===== src/rtl/cpu_run_ctrl.sv =====
// cpu_run_ctrl: front-panel run/halt/step controller for a slow demo CPU.
// Two raw buttons are synchronised and debounced into one-cycle press
// pulses; a four-state FSM turns those presses, a tick divider and a PC
// breakpoint comparator into a single-cycle cpu_en per instruction.
module cpu_run_ctrl #(
  parameter int unsigned TICK_DIV        = 1000000,
  parameter int unsigned DEBOUNCE_CYCLES = 1000000
) (
  input  logic        clk,
  input  logic        reset,
  input  logic        btn_run,
  input  logic        btn_step,
  input  logic        bp_enable,
  input  logic [15:0] bp_addr,
  input  logic [15:0] pc,
  output logic        cpu_en,
  output logic [1:0]  state,
  output logic        halted,
  output logic [15:0] instr_count
);

  // Wide enough for counts up to 2^24 on both the tick and debounce paths.
  localparam int unsigned CW = 25;
  localparam logic [CW-1:0] TICK_LAST = CW'(TICK_DIV - 1);
  localparam logic [CW-1:0] DB_LAST   = CW'(DEBOUNCE_CYCLES - 1);

  typedef enum logic [1:0] {
    ST_HALT  = 2'b00,
    ST_RUN   = 2'b01,
    ST_STEP  = 2'b10,
    ST_BREAK = 2'b11
  } state_t;

  // Index 0 is the run button, index 1 the step button.
  logic [1:0] btn_raw;
  logic [1:0] press;

  assign btn_raw = {btn_step, btn_run};

  genvar gi;
  generate
    for (gi = 0; gi < 2; gi++) begin : g_btn
      logic          sync1_q, sync1_d;
      logic          sync2_q, sync2_d;
      logic          level_q, level_d;
      logic          level_prev_q, level_prev_d;
      logic [CW-1:0] cnt_q, cnt_d;

      // Debounce: the accepted level follows the synchronised level only
      // after DEBOUNCE_CYCLES consecutive disagreeing samples.
      always_comb begin
        sync1_d      = btn_raw[gi];
        sync2_d      = sync1_q;
        level_prev_d = level_q;
        level_d      = level_q;
        cnt_d        = '0;
        if (sync2_q != level_q) begin
          if (cnt_q == DB_LAST) begin
            level_d = sync2_q;
          end else begin
            cnt_d = cnt_q + CW'(1);
          end
        end
      end

      // Synchroniser, debounce counter and accepted-level registers.
      always_ff @(posedge clk) begin
        if (reset) begin
          sync1_q      <= 1'b0;
          sync2_q      <= 1'b0;
          level_q      <= 1'b0;
          level_prev_q <= 1'b0;
          cnt_q        <= '0;
        end else begin
          sync1_q      <= sync1_d;
          sync2_q      <= sync2_d;
          level_q      <= level_d;
          level_prev_q <= level_prev_d;
          cnt_q        <= cnt_d;
        end
      end

      // One pulse on the cycle after the accepted level rises; release is silent.
      assign press[gi] = level_q & ~level_prev_q;
    end
  endgenerate

  logic run_press;
  logic step_press;

  assign run_press  = press[0];
  assign step_press = press[1];

  state_t        state_q, state_d;
  logic [CW-1:0] tick_q, tick_d;
  logic          skip_q, skip_d;
  logic [15:0]   instr_count_q, instr_count_d;
  logic          bp_match;
  logic          cpu_en_c;

  // Next-state and instruction enable; a run press or breakpoint in RUN
  // wins over the tick so the enable never overlaps a stop.
  always_comb begin
    state_d  = state_q;
    cpu_en_c = 1'b0;
    bp_match = (state_q == ST_RUN) && bp_enable && (pc == bp_addr) && !skip_q;
    case (state_q)
      ST_HALT: begin
        if (run_press) begin
          state_d = ST_RUN;
        end else if (step_press) begin
          state_d = ST_STEP;
        end
      end
      ST_RUN: begin
        if (run_press) begin
          state_d = ST_HALT;
        end else if (bp_match) begin
          state_d = ST_BREAK;
        end else if (tick_q == TICK_LAST) begin
          cpu_en_c = 1'b1;
        end
      end
      ST_STEP: begin
        cpu_en_c = 1'b1;
        state_d  = ST_HALT;
      end
      ST_BREAK: begin
        if (run_press) begin
          state_d = ST_RUN;
        end else if (step_press) begin
          state_d = ST_STEP;
        end
      end
      default: state_d = ST_HALT;
    endcase
  end

  // Tick divider, breakpoint-skip flag and instruction counter updates.
  always_comb begin
    tick_d        = '0;
    skip_d        = 1'b0;
    instr_count_d = instr_count_q + 16'(cpu_en_c);
    if (state_q == ST_RUN && state_d == ST_RUN) begin
      tick_d = (tick_q == TICK_LAST) ? '0 : tick_q + CW'(1);
    end
    // Resuming from BREAK must let the breakpoint instruction execute once.
    if (state_q == ST_BREAK && state_d == ST_RUN) begin
      skip_d = 1'b1;
    end else if (state_q == ST_RUN && state_d == ST_RUN && !cpu_en_c) begin
      skip_d = skip_q;
    end
  end

  // Controller state registers.
  always_ff @(posedge clk) begin
    if (reset) begin
      state_q       <= ST_HALT;
      tick_q        <= '0;
      skip_q        <= 1'b0;
      instr_count_q <= '0;
    end else begin
      state_q       <= state_d;
      tick_q        <= tick_d;
      skip_q        <= skip_d;
      instr_count_q <= instr_count_d;
    end
  end

  assign cpu_en      = cpu_en_c;
  assign state       = state_q;
  assign halted      = (state_q == ST_HALT) || (state_q == ST_BREAK);
  assign instr_count = instr_count_q;

endmodule


===== config.mk =====
export PLATFORM = sky130hd
export DESIGN_NAME = cpu_run_ctrl
export DESIGN_NICKNAME = d
export VERILOG_FILES = /design/src/rtl/cpu_run_ctrl.sv
export SDC_FILE = /design/constraint.sdc
export NUM_CORES = 1
export LEC_CHECK = 0
export BUFFER_PORTS_ARGS = -buffer_cell sky130_fd_sc_hd__buf_2
export CAP_MARGIN = 20
export CORE_ASPECT_RATIO = 0.9
export CORE_MARGIN = 4
export CORE_UTILIZATION = 50
export DETAILED_ROUTE_END_ITERATION = 6
export PLACE_DENSITY = 0.74
export RECOVER_POWER = 25
export SLEW_MARGIN = 20
export SYNTH_ARGS = -nofsm -noshare
export SYNTH_HDL_FRONTEND = slang
export SYNTH_SLANG_ARGS = --single-unit

===== constraint.sdc =====
create_clock -name clk -period 2.45 [get_ports clk]
set_input_delay 0.1225 -clock clk [delete_from_list [all_inputs] [get_ports clk]]
set_output_delay 0.1225 -clock clk [all_outputs]
set_load 0.005 [all_outputs]

-- Word-level counts from Yosys, hierarchy flattened
Cells that the tools add are included.
- bitwise operators: 7
- muxes and demuxes: 11
- eq/ne operators: 11
- add/sub/neg operators: 4
- reductions and logical operators: 16
- operators by type and width (operator ; number):
    adder 25 x 1 -> 25 bit, second input constant ; 3
    == test 25 x 20 -> 1 bit, second input constant ; 3
    adder 16 x 1 -> 16 bit ; 1
    == test 16 bit ; 1
    OR reduction 3 bit ; 3
    two-way mux 2 bit ; 4
    logical AND 1 bit ; 6
    case mux 2 bit (3 select lines) ; 1
    two-way mux 1 bit ; 5
    NOT 1 bit ; 5
    == test 2 x 1 -> 1 bit, second input constant ; 2
    == test 2 bit, second input constant ; 2
    AND reduction 2 bit ; 2
    AND 1 bit ; 2
    zero test 1 bit ; 2
    zero test 2 bit ; 1
    != test 1 bit ; 2
    != test 2 bit, second input constant ; 1
    case mux 1 bit (2 select lines) ; 1
    OR reduction 2 bit ; 1
    logical OR 1 bit ; 1
- output and inout port bits: 20
- input bits: 37
- register bits after elaboration: 102

-- Longest topological paths before layout
- depth after elaboration: 12
- mapped depth: 15
- gate-level depth less buffers: 14

-- Least setup slack after synthesis
No wires, ideal clock.
- path kind: flip-flop to flip-flop
- start point: register state_q[0], in the netlist state[0]
- end point: register instr_count_q[14], in the netlist instr_count[14]
- slack: 21 ps
- buffers on the path: 1
- setup time: 128 ps
- stages on the path, launching flop included: 15
- period minus slack after synthesis: 2429 ps
- data arrival time: 2301 ps
- path through: dfxtp_1 -> ha_1 -> clkbuf_1 -> nand4b_1 -> nor2_1 -> nand2_1 -> a41oi_1 -> nor2_1 -> ha_1 -> ha_1 -> nand2_1 -> nor2_1 -> and2_1 -> xnor2_1 -> nor2_1
- longest elaborated chain between the ends: 8
- elaborated cells between the ends (all ways): 9
- those cells by class: add/sub (1); eq/ne (2); mux (3); reduce/logical (3)
- ends and longest elaborated chain (what ; line ; source):
    start, declared ; 94 ; state_t state_q, state_d;
    start signal, assigned ; 163 ; state_q <= state_d;
    == test 2 x 1 -> 1 bit ; 106, 107 ;
    logical AND 1 bit (3 in series) ; 106 ; bp_match = (state_q == ST_RUN) && bp_enable && (pc == bp_addr) && !skip_q;
    two-way mux 1 bit ; 118 ; end else if (bp_match) begin
    two-way mux 1 bit ; 116 ; if (run_press) begin
    case mux 1 bit (2 select lines) * ; 107 ; case (state_q)
    via cpu_en ; 16 ; output logic cpu_en,
    adder 16 x 1 -> 16 bit * ; 143 ; instr_count_d = instr_count_q + 16'(cpu_en_c);
    end signal, assigned ; 166 ; instr_count_q <= instr_count_d;
    end, declared ; 97 ; logic [15:0] instr_count_q, instr_count_d;
Mark *: on every way through the listed nets, which the timed path passes. The rest lies on a longest branch.
A chain may end at the register's enable or synchronous reset.

-- Worst setup path after layout
- start point: register tick_q[20]
- end point: register instr_count_q[13], in the netlist instr_count[13]
- longest elaborated chain between the ends: 6
- ends and longest elaborated chain (what ; line ; source):
    start, declared ; 95 ; logic [CW-1:0] tick_q, tick_d;
    start signal, assigned ; 164 ; tick_q <= tick_d;
    == test 25 x 20 -> 1 bit ; 120 ; end else if (tick_q == TICK_LAST) begin
    two-way mux 1 bit ; 120 ;
    two-way mux 1 bit ; 118 ;
    two-way mux 1 bit ; 116 ;
    case mux 1 bit (2 select lines) ; 107 ;
    adder 16 x 1 -> 16 bit ; 143 ;
Every way passes these cells.

==> metrics.md <==
| Metric | Value |
|---|---|
| Finished Cell Area | `0.00552 mm^2` |
| CP endpoint | `instr_count[13]` |
| Placed Instances | `715` |
| CTS Buf Count | `9` |
| Clock Tree Buf Depth | `2` |
| Post-synth EDFFs | `0` |
| Origin of the worst setup path | `tick_q[20]` |
| CP bufs+invs | `1` |
| CTS tree | `done` |
| Part of the cycle the worst path needs | `0.986` |
| Final hold viol count | `0` |
| Main combinational cell family by area after synthesis | `simple AND/OR/NAND/NOR gates` |
| Total Nets Final | `about 660` |
| Switching pwr | `a little over 0.6 mW` |
| Top cell type's share of synthesized area | `0.438` |
| Synth Area in Compound Gates | `0.0231` |
| Largest delay share family, worst path | `simple AND/OR/NAND/NOR gates` |
| Asr flop ratio synth | `0` |
| Max Clock Skew | `11.0 ps` |
| Total GRT Usage | `0.172` |
| Clock Sinks | `102` |
| Fillers | `820` |
| First-pass GRT wire length | `15600 um` |
| Synthesized area | `0.00466 mm^2` |
| Seq pwr share | `0.592` |
| CP max stage delay | `between 300 and 400 ps` |
| Final min period | `2420 ps` |
| Total Wirelength | `between 8000 and 9000 um` |
| Clk network pwr share | `0.380` |
| Outcome | `finished, final reports clean` |
| Cell Chain, Critical Path | `nor4b_2 > nand4_1 > nor3_2 > buf_4 > a41oi_2 > nor2_2 > ha_2 > nand2_2 > nor4_4 > nand3_1 > xor2_1 > nor2_1` |
| Worst EP required | `2680 ps` |
| Antenna diodes | `0` |
| Synth area leaders | `dfxtp_1 (44%), xor2_1 (11%), nor2_1 (8.4%)` |
| Worst path depth | `12` |
| Final setup violation count | `0` |
| Non-filler cells, final | `736` |
| RSZ-0062 raised after global routing | `yes` |
| PnR worst setup slack | `between 30 and 40 ps` |
| DRC violations left | `0` |
| Top_reg_cell synth | `dfxtp_1` |
| Die area | `0.0109 mm^2` |
| Synth Instances | `529` |
| Reg2Reg Setup Slack | `30 ps` |
| WL/cell | `roughly 12 um` |
| Adder-Cell Fraction of Synth Area | `0.0268` |
| Pre-CTS setup slack | `-90.2 ps` |
| Post-DP Area | `between 0.005 and 0.006 mm^2` |
| Clk Latency, worst-skew pair | `between 300 and 400 ps` |
| DRT Pass-1 Iters | `7` |
| Vias in the first global route | `3689` |
| Max-slew headroom | `0.642` |
| P_int | `between 2 and 2.5 mW` |
| CP max stage cell | `dfxtp_2` |
| Largest net degree at the start of global routing | `30` |
| Simple logic cell fraction of the synthesized area | `0.297` |
| Worst-Margin Slew | `535 ps` |
| Footprint of the multi-input gates | `0.00260 mm^2` |
| Fmax | `414 MHz` |
| Antenna Violating Nets Remaining | `0` |
| Max-cap violation count | `0` |
| CP Launch Type | `flip-flop` |
| # IOs | `57` |
| Ys Warns | `0` |
| Final Max Tran Viols | `0` |
| Sequential share of the synthesized area | `0.438` |
| Die H | `99.6 um` |
| I/O Buffers | `56` |
| DRT iter0 DRCs | `95` |
| Critical Path AT | `2640 ps` |
| CTS root buffer | `clkbuf_8` |
| Power Dens Cells | `509 mW/mm^2` |
| CTS HTree Levels | `3` |
| Mux share of post-synthesis cell area | `0.00429` |
| Syn Nets | `576` |
| Total gr overflow | `0` |
| Register area | `0.00205 mm^2` |
| Worst r2r src | `tick_q[20]` |
| Switching share of power | `0.221` |
| Starting Density | `0.513` |
| Initial antenna violation count | `0` |
| Final Hold Slack | `210 ps` |
| Post-DP HPWL | `roughly 6300 um` |
| FF-to-FF End | `instr_count[13]` |
| Crit end category | `flip-flop` |
| Core Area | `0.00908 mm^2` |
| Leak | `1.97 nW` |
| P&R area growth vs syn | `18.3%` |
| Largest area contributor in the netlist | `dfxtp_1` |
| Layout cell share with drive strength beyond 1 | `0.197` |
| Clock slew at reported path FFs | `100 ps` |
| XOR/XNOR share of the synthesized area | `0.182` |
| VDD IR-drop max | `approximately 400 uV` |
| Die width | `110 um` |
| Crit Path Category | `reg -> reg` |
| Hold Crit Class | `in -> reg` |
| Cell Rows | `33` |
| Worst R2R Path Depth | `12` |
| Max FO, Critical Path | `2` |
| Via/cell ratio | `between 5 and 6` |
| Synthesized area per cell | `8.81 um^2` |
| Distinct cells, synth | `43` |
| Gate power share | `0.029` |
| Gpl congestion | `0.862` |
| Final Total Pwr | `approximately 2.8 mW` |
| Register bit total from synthesis | `102` |
| Vias | `3720` |
## metrics by stage
| stage | setup TNS [ps] | util |
|---|---|---|
| floorplan | 0 | - |
| global placement | -35.4 | 0.569 |
| detailed placement | -432 | 0.569 |
| CTS | 0 | 0.598 |
| global route | -759 | 0.607 |
| finish | 0 | 0.607 |
## power groups by stage
| stage | logic, mW | registers, mW | clock network [mW] |
|---|---|---|---|
| floorplan | 0.0439 | 1.70 | 0 |
| global placement | 0.0766 | 1.70 | 0 |
| detailed placement | 0.0790 | 1.70 | 0 |
| CTS | 0.0815 | 1.66 | 1.10 |
| global route | 0.0899 | 1.66 | 1.18 |
| finish | 0.0807 | 1.66 | 1.07 |
## cell usage after synthesis (3+ instances only)
library cell / count
nor3_2: 4
inv_1: 12
nand3_1: 39
xnor2_1: 39
nor2b_1: 9
a21oi_1: 7
nor2_1: 104
and4_1: 4
buf_4: 5
and3_1: 13
nand4_2: 3
nand4_1: 23
nor4_1: 5
dfxtp_1: 102
o21ai_0: 5
buf_2: 3
xor2_1: 58
ha_1: 10
nand2_1: 35
nor4b_1: 6
or3_1: 6
nor3_1: 10
## metal layers
metal,track usage,share of wire
met5,0,0
met4,0.0441,0.011
met3,0.0402,0.041
met2,0.289,0.49
met1,0.220,0.46
## cell type report
cell class,count,share of cell area
repair buffers,83,0.0853
clock buffers,9,0.0225
flip-flops and latches,102,0.371
clock inverters,7,0.0143
multi-input cells,401,0.471
well taps,122,0.0277
inverters,12,0.00817
## cells in the final DEF, fill, tap and decap left out, types with 2 or more instances in the layout
master / Yosys / final
a21oi_1: 7 / 7
and2_1: 2 / 2
and3_1: 13 / 13
and4_1: 4 / 4
buf_2: 3 / 45
buf_4: 5 / 24
clkbuf_1: 2 / 12
clkbuf_8: 0 / 9
clkinvlp_4: 0 / 3
dfxtp_1: 102 / 97
dfxtp_2: 0 / 5
dlygate4sd3_1: 0 / 2
ha_1: 10 / 7
ha_2: 0 / 3
inv_1: 12 / 12
inv_6: 0 / 3
mux2i_1: 2 / 2
nand2_1: 35 / 33
nand2_2: 0 / 2
nand2b_1: 2 / 2
nand3_1: 39 / 37
nand3_2: 1 / 3
nand4_1: 23 / 23
nand4_2: 3 / 3
nor2_1: 104 / 101
nor2_2: 1 / 3
nor2b_1: 9 / 9
nor3_1: 10 / 8
nor3_2: 4 / 6
nor4_1: 5 / 3
nor4_4: 0 / 2
nor4b_1: 6 / 4
o21ai_0: 5 / 5
or3_1: 6 / 6
xnor2_1: 39 / 38
xor2_1: 58 / 58
## logic make-up (layout without fill, tap and decap cells)
kind of cell,after synthesis,in the layout
mux,2,2
compound gates,18,18
buf+inv,26,111
flops,102,102
xor+xnor,97,97
simple gates,274,274
fa+ha+maj,10,10
## worst min-delay path by stage
stage          startpoint                     to  slack (ps)  cells past startpoint
2_1_floorplan     btn_run       g_btn[0].sync1_q         250                      1
3_3_place_gp      btn_run       g_btn[0].sync1_q         330                      2
3_5_place_dp      btn_run       g_btn[0].sync1_q         340                      2
4_1_cts             reset        instr_count[10]         200                      2
5_1_grt             reset  g_btn[1].level_prev_d         210                      2
6_report            reset        instr_count[10]         210                      2
## sequential cells by signal (all words and copies together), names as in the netlist
name                cells
g_btn.sync2_q           2
state                   2
tick_q                 25
g_btn.level_prev_d      2
g_btn.sync1_q           2
g_btn.level_prev_q      2
g_btn.cnt_q            50
instr_count            16
skip_q                  1
## repair_timing
item / CTS / global route
gates resized for setup: 8 / 19
endpoints found under the setup margin: 8 / 10
buffers inserted: 1 / 2
hold buffers: 2 / 0
pin swaps: 5 / 11
hold endpoints to repair: 2 / 0
(Power assumes the default switching activity.)
